`src/rtl/ext_razor_collector_if.sv`:
```
// Stream interface of the extrinsic Razor collector: the sample input side
// (valid/ready with Razor error flag) and the corrected-sample output side.
interface ext_razor_collector_if #(
  parameter int unsigned M = 6
) ();

  // Producer side (extrinsic stage register)
  logic         in_valid;
  logic [M-1:0] be1_DFF;
  logic         Error_current_be1;
  logic         in_ready;

  // Consumer side (interleaver / next half-iteration)
  logic         out_valid;
  logic [M-1:0] out_data;
  logic         out_last;
  logic         out_ready;

  // Collector view
  modport slave (
    input  in_valid,
    input  be1_DFF,
    input  Error_current_be1,
    input  out_ready,
    output in_ready,
    output out_valid,
    output out_data,
    output out_last
  );

  // Environment view: drives samples in and the consumer ready
  modport master (
    output in_valid,
    output be1_DFF,
    output Error_current_be1,
    output out_ready,
    input  in_ready,
    input  out_valid,
    input  out_data,
    input  out_last
  );

endinterface

```
`src/rtl/ext_razor_collector.sv`:
```
// Razor collector downstream of the extrinsic (be1) stage: corrects the
// Razor-monitored bit, tags frame ends, buffers samples in a FIFO and keeps
// per-frame Razor error statistics for the voltage/clock scaling controller.
module ext_razor_collector #(
  parameter int unsigned M         = 6,
  parameter int unsigned RazorBit  = 1,
  parameter int unsigned DEPTH     = 8,
  parameter int unsigned BLOCK_LEN = 64,
  parameter int unsigned CNT_W     = 8,
  parameter int unsigned ERR_TH    = 4
) (
  input  logic                  Clock,
  input  logic                  Reset,
  ext_razor_collector_if.slave  bus,
  output logic [CNT_W-1:0]      err_count,
  output logic                  err_frame_flag,
  output logic                  overflow
);

  localparam int unsigned PW       = (DEPTH > 1) ? $clog2(DEPTH) : 1;
  localparam int unsigned IW       = (BLOCK_LEN > 1) ? $clog2(BLOCK_LEN) : 1;
  localparam int unsigned RazorIdx = M - RazorBit;

  localparam logic [PW:0]   FullCnt = (PW + 1)'(DEPTH);
  localparam logic [IW-1:0] LastIdx = IW'(BLOCK_LEN - 1);

  // FIFO storage: {last tag, corrected sample}
  logic [M:0]       mem_q [DEPTH];
  logic [PW-1:0]    wr_ptr_q, wr_ptr_d;
  logic [PW-1:0]    rd_ptr_q, rd_ptr_d;
  logic [PW:0]      occ_q, occ_d;

  // Value shown on the output while the FIFO is empty
  logic [M-1:0]     hold_data_q, hold_data_d;
  logic             hold_last_q, hold_last_d;

  // Frame position and error statistics
  logic [IW-1:0]    idx_q, idx_d;
  logic [CNT_W-1:0] cnt_q, cnt_d;
  logic [CNT_W-1:0] err_count_q, err_count_d;
  logic             err_flag_q, err_flag_d;
  logic             overflow_q, overflow_d;

  logic             full;
  logic             empty;
  logic             push;
  logic             pop;
  logic             is_last;
  logic [M-1:0]     flip_mask;
  logic [M-1:0]     corrected;
  logic [CNT_W-1:0] cnt_inc;
  logic [M:0]       head;

  // Handshake qualifiers and Razor correction of the incoming sample
  always_comb begin
    full      = (occ_q == FullCnt);
    empty     = (occ_q == '0);
    push      = bus.in_valid & ~full;
    pop       = ~empty & bus.out_ready;
    is_last   = (idx_q == LastIdx);
    flip_mask = '0;
    flip_mask[RazorIdx] = bus.in_valid & bus.Error_current_be1;
    corrected = bus.be1_DFF ^ flip_mask;
    head      = mem_q[rd_ptr_q];
    // Saturating increment of the running error count for this sample
    if (bus.Error_current_be1 && (cnt_q != '1)) begin
      cnt_inc = cnt_q + CNT_W'(1);
    end else begin
      cnt_inc = cnt_q;
    end
  end

  // Next-state for pointers, occupancy and the empty-hold value
  always_comb begin
    wr_ptr_d    = wr_ptr_q;
    rd_ptr_d    = rd_ptr_q;
    occ_d       = occ_q;
    hold_data_d = hold_data_q;
    hold_last_d = hold_last_q;
    if (push) begin
      wr_ptr_d = wr_ptr_q + PW'(1);
    end
    if (pop) begin
      rd_ptr_d    = rd_ptr_q + PW'(1);
      hold_data_d = head[M-1:0];
      hold_last_d = head[M];
    end
    unique case ({push, pop})
      2'b10:   occ_d = occ_q + (PW + 1)'(1);
      2'b01:   occ_d = occ_q - (PW + 1)'(1);
      default: occ_d = occ_q;
    endcase
  end

  // Next-state for frame index, error statistics and sticky overflow
  always_comb begin
    idx_d       = idx_q;
    cnt_d       = cnt_q;
    err_count_d = err_count_q;
    err_flag_d  = err_flag_q;
    overflow_d  = overflow_q;
    if (bus.in_valid && full) begin
      overflow_d = 1'b1;
    end
    if (push) begin
      if (is_last) begin
        idx_d       = '0;
        cnt_d       = '0;
        err_count_d = cnt_inc;
        err_flag_d  = (32'(cnt_inc) >= ERR_TH);
      end else begin
        idx_d = idx_q + IW'(1);
        cnt_d = cnt_inc;
      end
    end
  end

  // Control state; reset drops buffered data and partial frame statistics
  always_ff @(posedge Clock) begin
    if (Reset) begin
      wr_ptr_q    <= '0;
      rd_ptr_q    <= '0;
      occ_q       <= '0;
      hold_data_q <= '0;
      hold_last_q <= 1'b0;
      idx_q       <= '0;
      cnt_q       <= '0;
      err_count_q <= '0;
      err_flag_q  <= 1'b0;
      overflow_q  <= 1'b0;
    end else begin
      wr_ptr_q    <= wr_ptr_d;
      rd_ptr_q    <= rd_ptr_d;
      occ_q       <= occ_d;
      hold_data_q <= hold_data_d;
      hold_last_q <= hold_last_d;
      idx_q       <= idx_d;
      cnt_q       <= cnt_d;
      err_count_q <= err_count_d;
      err_flag_q  <= err_flag_d;
      overflow_q  <= overflow_d;
    end
  end

  // FIFO storage write; contents are only visible through occupancy
  always_ff @(posedge Clock) begin
    if (!Reset && push) begin
      mem_q[wr_ptr_q] <= {is_last, corrected};
    end
  end

  // Outputs come straight from head storage while data is buffered
  always_comb begin
    bus.in_ready  = ~full;
    bus.out_valid = ~empty;
    bus.out_data  = empty ? hold_data_q : head[M-1:0];
    bus.out_last  = empty ? hold_last_q : head[M];
    err_count      = err_count_q;
    err_frame_flag = err_flag_q;
    overflow       = overflow_q;
  end

endmodule

```
`src/flat_wrapper.sv`:
```
// flat-port wrapper written by rule: the top's interface ports become plain ports
module ext_razor_collector_flat 
#(
  parameter int unsigned M         = 6,
  parameter int unsigned RazorBit  = 1,
  parameter int unsigned DEPTH     = 8,
  parameter int unsigned BLOCK_LEN = 64,
  parameter int unsigned CNT_W     = 8,
  parameter int unsigned ERR_TH    = 4
)
  (Clock, Reset, err_count, err_frame_flag, overflow, bus_in_valid, bus_be1_DFF, bus_Error_current_be1, bus_out_ready, bus_in_ready, bus_out_valid, bus_out_data, bus_out_last);
  ext_razor_collector_if #(.M(M)) bus_i ();
  input  logic Clock;
  input  logic Reset;
  output logic [CNT_W-1:0] err_count;
  output logic err_frame_flag;
  output logic overflow;
  input wire logic [$bits(bus_i.in_valid)-1:0] bus_in_valid;
  input wire logic [$bits(bus_i.be1_DFF)-1:0] bus_be1_DFF;
  input wire logic [$bits(bus_i.Error_current_be1)-1:0] bus_Error_current_be1;
  input wire logic [$bits(bus_i.out_ready)-1:0] bus_out_ready;
  output wire logic [$bits(bus_i.in_ready)-1:0] bus_in_ready;
  output wire logic [$bits(bus_i.out_valid)-1:0] bus_out_valid;
  output wire logic [$bits(bus_i.out_data)-1:0] bus_out_data;
  output wire logic [$bits(bus_i.out_last)-1:0] bus_out_last;
  assign bus_i.in_valid = bus_in_valid;
  assign bus_i.be1_DFF = bus_be1_DFF;
  assign bus_i.Error_current_be1 = bus_Error_current_be1;
  assign bus_i.out_ready = bus_out_ready;
  assign bus_in_ready = bus_i.in_ready;
  assign bus_out_valid = bus_i.out_valid;
  assign bus_out_data = bus_i.out_data;
  assign bus_out_last = bus_i.out_last;
  ext_razor_collector #(.M(M), .RazorBit(RazorBit), .DEPTH(DEPTH), .BLOCK_LEN(BLOCK_LEN), .CNT_W(CNT_W), .ERR_TH(ERR_TH)) u_core (.Clock(Clock), .Reset(Reset), .bus(bus_i), .err_count(err_count), .err_frame_flag(err_frame_flag), .overflow(overflow));
endmodule
```
`config.mk`:
```
export PLATFORM = sky130hd
export DESIGN_NAME = ext_razor_collector_flat
export DESIGN_NICKNAME = d
export VERILOG_FILES = /design/src/rtl/ext_razor_collector_if.sv /design/src/rtl/ext_razor_collector.sv /design/src/flat_wrapper.sv
export SDC_FILE = /design/constraint.sdc
export NUM_CORES = 1
export LEC_CHECK = 0
export ABC_AREA = 1
export CAP_MARGIN = 20
export CORE_MARGIN = 2
export CORE_UTILIZATION = 53
export DETAILED_ROUTE_END_ITERATION = 8
export PLACE_DENSITY = 0.78
export SLEW_MARGIN = 10
export SYNTH_ARGS = -nofsm -noshare
export SYNTH_HDL_FRONTEND = slang
export SYNTH_SLANG_ARGS = --single-unit
```
`constraint.sdc`:
```
create_clock -name Clock -period 2.1 [get_ports Clock]
set_input_delay 0.42 -clock Clock [delete_from_list [all_inputs] [get_ports Clock]]
set_output_delay 0.42 -clock Clock [all_outputs]
set_load 0.05 [all_outputs]
```
==> flow_metrics.env, run 1 <==
export IMPL_post_place_ws_ps=-81.5
export IMPL_utilization_pct=69.0
export IMPL_synthesis_area_um2=4310
export IMPL_synth_seq_area_share_pct=59.4
export IMPL_avgSynthCellArea_um2=9.74
export IMPL_antenna_found_initial=0
export IMPL_yosysTopAreaCellShare_pct=39.0
export IMPL_crit_path_max_fanout=7
export IMPL_slowest_stage="dfxtp_4"
export IMPL_initialDrtViolationCount=150
export IMPL_path_class="flip-flop to output port"
export IMPL_synth_edf_count=56
export IMPL_grt_pass1_vias=3220
export IMPL_p_per_area_nw_per_um2=1140
export IMPL_die_area_um2=8880
export IMPL_drc=0
export IMPL_yosysUniqueCellTypes=34
export IMPL_cts_hold_buf=0
export IMPL_min_period_ps=2350
export IMPL_vdd_drop_max_mv=0.509
export IMPL_chipHeight_um=94.2
export IMPL_areaGrowthSynthToFinish_pct=24.9
export IMPL_status="finished, violations left"
export IMPL_n_antenna_cell=0
export IMPL_num_rows=32
export IMPL_routed_wirelength_mm=9.61
export IMPL_clockRootBuffer="clkbuf_8"
export IMPL_synthTopCellsByCount="61 x o21ai_0, 59 x nor2_1, 58 x nand2_1"
export IMPL_switching_power_mw=2.29
export IMPL_syn_nets=461
export IMPL_core_area_um2=7810
export IMPL_dieWidth_um=94.2
export IMPL_hold_class="flip-flop to flip-flop"
export IMPL_drv_cap=0
export IMPL_gr_usage_all_layers_pct=21.9
export IMPL_clock_latency_ps=380
export IMPL_intPower_mw=3.87
export IMPL_io_buffer_count=29
export IMPL_start_kind="flip-flop"
export IMPL_p_sw_share_pct=37.2
export IMPL_critPathBufInv=3
export IMPL_grt_max_degree=22
export IMPL_ys_ff_latch=100
export IMPL_combPwrFrac_pct=39.4
export IMPL_power_share_clock_pct=22.5
export IMPL_grt_pass1_wl_mm=14.9
export IMPL_final_antenna_net_count=0
export IMPL_rsz0062_at_grt="yes"
export IMPL_ys_flop_type="edfxtp_1"
export IMPL_cts_buffers=9
export IMPL_first_pass_iters=4
export IMPL_maxSlewViolCount=0
export IMPL_yosys_area_top_type="edfxtp_1"
export IMPL_setup_viol=7
export IMPL_worst_slew_pin_slew_ps=734
export IMPL_clock_sinks=100
export IMPL_cp_top_family="compound AO/OA/AOI/OAI gates"
export IMPL_wl_per_cell_um=15.9
export IMPL_path_clk_slew_ps=100
export IMPL_clk_path_buf_depth=2
export IMPL_rr_worst_depth=11
export IMPL_end_kind="output port"
export IMPL_ios=30
export IMPL_dpl_hpwl_mm=6.00
export IMPL_cp_slowest_stage_delay_ps=400
export IMPL_worst_path_most_repeated_cell="o21ai_2"
export IMPL_worstHoldPathCells=2
export IMPL_finalNetCount=515
export IMPL_rrSetupSlack_ps=120
export IMPL_avgViaCountPerCell=5.51
export IMPL_violations="negative setup slack"
export IMPL_cts_tree="yes"
export IMPL_cts_max_level=3
export IMPL_cp_data_arrival_time_ps=1930
export IMPL_synth_cells=443
export IMPL_crit_chain="buf_12 > buf_16 > o21ai_2 > o211ai_1 > o21ai_2 > o21ai_1 > buf_6"
export IMPL_synthArstFlopShare_pct=0
export IMPL_start_util_pct=55.3
export IMPL_gp_congestion=0.875
export IMPL_finalHoldViolCount=0
export IMPL_cp_data_required_time_ps=1680
export IMPL_skew_ps=13.9
export IMPL_p_seq_share_pct=38.1
export IMPL_crit_cells=7
export IMPL_power_static_leakage_nw=2.00
export IMPL_p_total_mw=6.16
export IMPL_synthTopCellsByArea="edfxtp_1 39%, dfxtp_1 20%, o21ai_0 7.1%, nor2_1 5.1%, nand2_1 5.0%"
export IMPL_setup_ws_ps=-248
export IMPL_yosys_warnings=0
export IMPL_maxClockFrequency_mhz=426
export IMPL_drive_above_1_share_pct=19.1
export IMPL_finalCritPeriodShare_pct=112
export IMPL_post_synth_top_count_cell="o21ai_0"
export IMPL_num_vias=3326
export IMPL_slew_headroom_pct=50.7
export IMPL_grt_ovfl_total=0
per-stage QoR:
step | cells | hold slack (ps) | TNS [ps] | area, µm²
after floorplan | 443 | 412 | -285 | 4370
after global placement | 577 | 426 | 0 | 4860
after detailed placement | 577 | 447 | -81.5 | 4860
after CTS | 596 | 461 | -698 | 5200
after global routing | 604 | 487 | -1760 | 5390
final | 604 | 455 | -1250 | 5390
flip-flops by register name, summed over array words and instances (netlist names), named ones only:
| signal | count |
|---|---|
| u_core.idx_q | 6 |
| u_core.hold_last_q | 1 |
| u_core.hold_data_q | 6 |
| u_core.wr_ptr_q | 3 |
| u_core.err_frame_flag | 1 |
| u_core.overflow | 1 |
| u_core.mem_q | 56 |
| u_core.occ_q | 4 |
| u_core.err_count | 8 |
| u_core.rd_ptr_q | 3 |
| u_core.cnt_q | 8 |
repair_timing:
| action | in CTS | in global routing |
|---|---|---|
| gates cloned | 1 | 3 |
| endpoints found under the setup margin | 7 | 8 |
| setup buffers | 2 | 5 |
| pin swaps | 5 | 11 |
| resized for setup | 25 | 24 |
worst min-delay path: cells and delay by family (launching register included):
family | cells | cell delay [ps]
AOI/OAI and AO/OA | 1 | 50
DFF | 1 | 320
buffers and inverters | 1 | 50
layer usage:
layer	vias up	global-route usage, %	wire length (µm)
met5	-	0	0
met3	21	4.17	452
met4	0	10.4	234
met2	105	39.3	5030
li1	1638	-	-
met1	1562	24.8	3890
cell usage in the layout (no fill, tap or decap), types with 5 or more instances in the layout:
| cell type | Yosys | final |
|---|---|---|
| mux2i_1 | 7 | 5 |
| dfxtp_1 | 44 | 42 |
| nand2_1 | 58 | 57 |
| buf_12 | 0 | 5 |
| o21ai_0 | 61 | 39 |
| inv_1 | 33 | 31 |
| nor2_1 | 59 | 58 |
| nand3_1 | 20 | 19 |
| buf_6 | 1 | 9 |
| nor3_1 | 5 | 5 |
| edfxtp_1 | 56 | 56 |
| a21oi_1 | 24 | 24 |
| clkbuf_8 | 0 | 9 |
| o21ai_1 | 3 | 15 |
| clkdlybuf4s50_1 | 0 | 20 |
| ha_1 | 7 | 6 |
| o21ai_2 | 0 | 10 |
| o211ai_1 | 7 | 7 |
| xor2_1 | 6 | 6 |
| buf_4 | 5 | 22 |
cell type report:
type | count | area, µm²
clock buffer | 9 | 124
clock inverter | 7 | 104
fill | 584 | 2420
inverter | 36 | 143
multi-input combinational | 290 | 1650
sequential | 100 | 2570
tap | 102 | 128
timing repair buffer | 60 | 669
worst paths after layout:
path / from / to
setup / recovery: flip-flop / bus_out_data[5]
hold / removal: u_core.overflow / u_core.overflow
setup reg to reg: u_core.occ_q[1] / u_core.occ_q[2]
hold reg to reg: u_core.overflow / u_core.overflow
power groups by stage:
stage / Combinational, mW / Clock, mW / Sequential (mW)
detailed placement: 1.91 / 0 / 2.37
global placement: 1.84 / 0 / 2.36
finish: 2.43 / 1.38 / 2.35
global route: 2.59 / 1.48 / 2.37
floorplan: 1.38 / 0 / 2.34
CTS: 2.11 / 1.40 / 2.35
kinds of logic (layout without fill, tap and decap cells):
family	after synthesis	after routing	share of synthesized area, %
multiplexers	7	7	1.62
flip-flops	100	100	59.4
adder cells (fa/ha/maj)	7	7	2.03
AO/OA/AOI/OAI	110	110	13.8
AND/OR/NAND/NOR	157	157	16.0
XOR/XNOR	9	9	1.83
buffers and inverters	53	112	5.37
Power figures use the tool's default switching activity.
==> run 2: changes to the inputs <==
--- a/config.mk
+++ b/config.mk
@@ -7,6 +7,7 @@
 export LEC_CHECK = 0
 export ABC_AREA = 1
 export CAP_MARGIN = 20
+export CORE_ASPECT_RATIO = 1.5
 export CORE_MARGIN = 2
 export CORE_UTILIZATION = 53
 export DETAILED_ROUTE_END_ITERATION = 8
==> run 2 against run 1 <==
Effect of this change: the run still ends with negative setup slack left; core utilization rose by 0.38 points; flip-flop and latch count did not move; global-route usage rose by 1.5 points; clock skew fell by 11 ps; via count rose by 2.1%; power rose by 6.3%; final area rose by 2.5%; register-to-register slack improved by 60 ps; first-iteration DRC count rose by 58%; worst hold slack got worse by 13 ps; wire length rose by 2.3%; critical endpoint is now bus_out_data[3].
==> flow_metrics.env, run 2 (same netlist as run 1, synthesis figures left out) <==
export IMPL_maxClockFrequency_mhz=447
export IMPL_r2r_start="u_core.occ_q[1]"
export IMPL_worstHoldPathCells=1
export IMPL_n_antenna_cell=0
export IMPL_end_kind="output port"
export IMPL_min_period_ps=2240
export IMPL_path_class="flip-flop to output port"
export IMPL_post_place_ws_ps=-10.2
export IMPL_hold_ws_ps=442
export IMPL_antenna_found_initial=0
export IMPL_routed_wirelength_mm=9.83
export IMPL_grt_ovfl_total=0
export IMPL_worstHoldStart="u_core.rd_ptr_q[2]"
export IMPL_vdd_drop_max_mv=0.897
export IMPL_cp_data_required_time_ps=1680
export IMPL_seqCellArea_um2=2570
export IMPL_place_inst=586
export IMPL_rr_endpoint="u_core.occ_q[2]"
export IMPL_grt_max_degree=19
export IMPL_maxSlewViolCount=0
export IMPL_fillers=538
export IMPL_start_util_pct=54.2
export IMPL_p_per_area_nw_per_um2=1190
export IMPL_setup_ws_ps=-135
export IMPL_cp_data_arrival_time_ps=1820
export IMPL_rr_worst_depth=11
export IMPL_top_register="u_core.mem_q"
export IMPL_gp_congestion=0.877
export IMPL_cp_slowest_stage_delay_ps=400
export IMPL_finalNetCount=524
export IMPL_slowest_stage="dfxtp_4"
export IMPL_clock_latency_ps=340
export IMPL_path_clk_slew_ps=60
export IMPL_stdcell_count=616
export IMPL_drv_cap=0
export IMPL_skew_ps=2.84
export IMPL_largest_reg_flops=56
export IMPL_hold_class="flip-flop to flip-flop"
export IMPL_finalHoldViolCount=0
export IMPL_dieWidth_um=77.7
export IMPL_ios=30
export IMPL_gr_usage_all_layers_pct=23.3
export IMPL_core_area_um2=7960
export IMPL_clockRootBuffer="clkbuf_16"
export IMPL_power_static_leakage_nw=2.07
export IMPL_avgViaCountPerCell=5.51
export IMPL_chipHeight_um=115
export IMPL_rsz0062_at_grt="yes"
export IMPL_start_kind="flip-flop"
export IMPL_clk_path_buf_depth=2
export IMPL_num_rows=40
export IMPL_postLayoutCellArea_um2=5520
export IMPL_num_vias=3395
export IMPL_worst_path_most_repeated_cell="o21ai_1"
export IMPL_grt_pass1_wl_mm=15.9
export IMPL_first_pass_iters=4
export IMPL_final_antenna_net_count=0
export IMPL_cts_tree="yes"
export IMPL_grt_pass1_vias=3366
export IMPL_die_area_um2=8890
export IMPL_multi_input_area_um2=1670
export IMPL_cts_buffers=9
export IMPL_wl_per_cell_um=16.0
export IMPL_io_buffer_count=29
export IMPL_cts_max_level=3
export IMPL_worst_slew_pin_slew_ps=610
export IMPL_violations="negative setup slack"
export IMPL_crit_path_max_fanout=7
export IMPL_status="finished, violations left"
export IMPL_initialDrtViolationCount=237
export IMPL_crit_chain="buf_8 > buf_6 > nor2_2 > nor2_1 > o21ai_1 > o211ai_1 > o21ai_1 > o21ai_1 > buf_6"
export IMPL_drc=0
export IMPL_finalCritPeriodShare_pct=106
export IMPL_areaGrowthSynthToFinish_pct=28.0
export IMPL_dpl_instance_area_um2=4870
export IMPL_p_total_mw=6.55
export IMPL_slew_headroom_pct=59.3
export IMPL_dpl_hpwl_mm=6.32
export IMPL_layout_common_cells="58 x nor2_1, 57 x nand2_1, 56 x edfxtp_1, 42 x dfxtp_1, 40 x o21ai_0"
export IMPL_rrSetupSlack_ps=180
export IMPL_setup_viol=7
export IMPL_drive_above_1_share_pct=21.3
export IMPL_mostFrequentLayoutCell="nor2_1"
export IMPL_clock_sinks=100
==> run 2: worst max path at each step <==
stage | from | endpoint | slack (ps) | cells after the start
floorplan | u_core.occ_q[1] | bus_out_data[2] | -40 | 5
finish | flip-flop | bus_out_data[3] | -140 | 9
global placement | bus_in_valid | u_core.mem_q[0][0] | 40 | 7
detailed placement | bus_in_valid | u_core.mem_q[0][1] | -10 | 7
CTS | flip-flop | bus_out_data[3] | -100 | 9
global route | flip-flop | bus_out_data[3] | -260 | 9
==> run 2: repair_timing <==
action / CTS / global route
setup endpoints to repair: 7 / 7
hold buffers: 0 / 0
gates cloned: 3 / 1
pin swaps: 11 / 10
setup buffers: 7 / 4
resized for setup: 46 / 15
==> run 2: cell type report <==
cell class                      count  share of cell area, %
Timing Repair inverter              1                 0.0907
Clock buffer                       12                   4.83
Clock inverter                      4                  0.839
Timing Repair Buffer               68                   12.6
Multi-Input combinational cell    290                   30.2
Sequential cell                   100                   46.6
Inverter                           36                   2.52
Tap cell                          105                   2.38
==> run 2: layer usage <==
layer | vias to the layer above | track usage (%) | wire length [µm] | share of wire (%)
met2 | 74 | 44.4 | 5540 | 56
met4 | 0 | 11.0 | 241 | 2.5
met1 | 1640 | 24.0 | 3710 | 38
met3 | 21 | 4.65 | 336 | 3.4
li1 | 1660 | - | - | -
met5 | - | 0 | 0 | 0
==> run 2: worst max-delay path: cells and delay by family (launching register included) <==
family                 cells  cell delay [ps]
AOI/OAI and AO/OA          4              500
buffers and inverters      3              440
DFF                        1              400
and+or+nand+nor            2              110
==> run 2: metrics by stage <==
step                util (%)  setup TNS, ps
finish                  69.4           -477
CTS                     68.1           -589
floorplan                  -           -285
global route            69.4          -1130
global placement        61.2              0
detailed placement      61.2          -69.5
==> run 2: report_power, final <==
part           internal, mW  total (mW)  switching, mW
clock                  1.01        1.71          0.693
sequential             2.22        2.37          0.147
combinational          1.01        2.47           1.47
total                  4.25        6.55           2.31
==> run 3: changes to the inputs <==
--- a/config.mk
+++ b/config.mk
@@ -9,9 +9,11 @@
 export CAP_MARGIN = 20
 export CORE_ASPECT_RATIO = 1.5
 export CORE_MARGIN = 2
-export CORE_UTILIZATION = 53
+export CORE_UTILIZATION = 48
 export DETAILED_ROUTE_END_ITERATION = 8
-export PLACE_DENSITY = 0.78
+export HOLD_SLACK_MARGIN = 0.12
+export PLACE_DENSITY = 0.72
+export SKIP_LAST_GASP = 1
 export SLEW_MARGIN = 10
 export SYNTH_ARGS = -nofsm -noshare
 export SYNTH_HDL_FRONTEND = slang
==> run 3 against run 2 <==
Effect of this change: the flow still finishes with violations (negative setup slack); clock power down 15%; die area grew 10%; critical path depth is 2 lower; flip-flop and latch count is the same; sequential share of layout area grew 1.9 points; clock skew is 5.6 ps higher; largest cell class unchanged; first-iteration DRC count down 32%; final area is 3.8% lower; critical path type unchanged; largest power group is now sequential cells; sequential power hardly changed; maximum frequency increased by 2.4%; via count shrank 5.5%; cell count fell by 1.8%.
==> flow_metrics.env, run 3 (same netlist as run 1, synthesis figures left out) <==
export IMPL_worst_slew_pin_slew_ps=521
export IMPL_initialDrtViolationCount=162
export IMPL_core_area_um2=8780
export IMPL_status="finished, violations left"
export IMPL_die_area_um2=9780
export IMPL_skew_ps=8.46
export IMPL_dieWidth_um=81.4
export IMPL_cp_data_required_time_ps=1680
export IMPL_largest_reg_flops=56
export IMPL_dpl_hpwl_mm=6.44
export IMPL_crit_path_max_fanout=21
export IMPL_cts_max_level=3
export IMPL_path_class="flip-flop to output port"
export IMPL_grt_ovfl_total=0
export IMPL_rsz0062_at_grt="yes"
export IMPL_areaGrowthSynthToFinish_pct=23.1
export IMPL_post_place_ws_ps=-9.44
export IMPL_utilization_pct=60.5
export IMPL_finalCritPeriodShare_pct=104
export IMPL_rr_worst_depth=11
export IMPL_end_kind="output port"
export IMPL_final_antenna_net_count=0
export IMPL_p_per_area_nw_per_um2=1130
export IMPL_setup_ws_ps=-82.3
export IMPL_violations="negative setup slack"
export IMPL_clock_sinks=100
export IMPL_first_pass_iters=4
export IMPL_hold_ws_ps=452
export IMPL_drive_above_1_share_pct=17.2
export IMPL_path_clk_slew_ps=60
export IMPL_clock_latency_ps=340
export IMPL_gr_usage_all_layers_pct=19.9
export IMPL_grt_max_degree=29
export IMPL_clockRootBuffer="clkbuf_16"
export IMPL_cts_tree="yes"
export IMPL_ios=30
export IMPL_grt_pass1_vias=3077
export IMPL_grt_pass1_wl_mm=14.6
export IMPL_power_static_leakage_nw=1.96
export IMPL_maxClockFrequency_mhz=458
export IMPL_avgViaCountPerCell=5.30
export IMPL_min_period_ps=2180
export IMPL_start_kind="flip-flop"
export IMPL_routed_wirelength_mm=9.31
export IMPL_vdd_drop_max_mv=1.09
export IMPL_maxSlewViolCount=0
export IMPL_io_buffer_count=29
export IMPL_start_util_pct=49.2
export IMPL_antenna_found_initial=0
export IMPL_num_vias=3207
export IMPL_chipHeight_um=120
export IMPL_mostFrequentLayoutCell="nor2_1"
export IMPL_cts_buffers=9
export IMPL_drv_cap=0
export IMPL_cts_hold_buf=0
export IMPL_hold_class="flip-flop to flip-flop"
export IMPL_clk_path_buf_depth=2
export IMPL_setup_viol=7
export IMPL_top_register="u_core.mem_q"
export IMPL_slew_headroom_pct=65.1
export IMPL_finalHoldViolCount=0
export IMPL_worstHoldPathCells=1
export IMPL_num_rows=42
export IMPL_cp_data_arrival_time_ps=1760
export IMPL_n_antenna_cell=0
export IMPL_layout_common_cells="59 x nor2_1, 57 x nand2_1, 56 x edfxtp_1, 44 x o21ai_0, 41 x dfxtp_1"
export IMPL_gp_congestion=0.857
export IMPL_wl_per_cell_um=15.4
export IMPL_finalNetCount=509
export IMPL_drc=0
run 3: cell types whose count changed in the layout (fill, tap and decap cells not counted), moves of 3 or more:
cell,delta
buf_4,-7
buf_6,-4
o21ai_0,+4
o21ai_2,-4
clkbuf_8,-3
run 3: final timing paths:
path	startpoint	endpoint	slack, ps
worst max-delay path	flip-flop	bus_out_data[0]	-80
worst min register to register	u_core.rd_ptr_q[2]	u_core.rd_ptr_q[2]	450
worst max register to register	u_core.occ_q[2]	u_core.occ_q[2]	140
worst min-delay path	u_core.rd_ptr_q[2]	u_core.rd_ptr_q[2]	450
run 3: routing by layer:
metal | routed length (µm) | track usage (%)
met5 | 0 | 0
met4 | 359 | 11.0
met3 | 331 | 3.08
met2 | 4830 | 33.0
met1 | 3790 | 24.2
run 3: worst max-delay path, stage by stage (launching register included):
cell and delay, ps:
dfxtp_4 380, inv_1 100, buf_12 160, nor2_1 50, o22ai_1 270, o21ai_2 110, o21ai_1 140, buf_4 210
run 3: cell type report:
class / instances / area, µm²
tap: 110 / 138
fill: 739 / 3470
sequential: 100 / 2570
multi-input combinational: 290 / 1650
clock inverter: 6 / 32.5
inverter: 36 / 139
timing repair buffer: 54 / 551
clock buffer: 9 / 225
run 3: stage by stage:
step           area [µm²]  TNS (ps)  cells  power [mW]
2_1_floorplan        4370      -285    443        3.72
3_3_place_gp         4870         0    587        4.25
3_5_place_dp         4870     -9.44    587        4.30
4_1_cts              5210      -388    603        5.85
5_1_grt              5310      -817    605        6.27
6_report             5310      -295    605        6.00
run 3: timing repair:
action | in CTS | in global routing
setup endpoints to repair | 7 | 8
resized for setup | 22 | 17
setup buffers | 1 | 0
cloned | 0 | 2
pin swaps | 1 | 5
run 3: power breakdown:
group	internal [mW]	switching (mW)	total [mW]
registers	2.23	0.142	2.37
logic	0.815	1.37	2.18
clock network	0.783	0.665	1.45
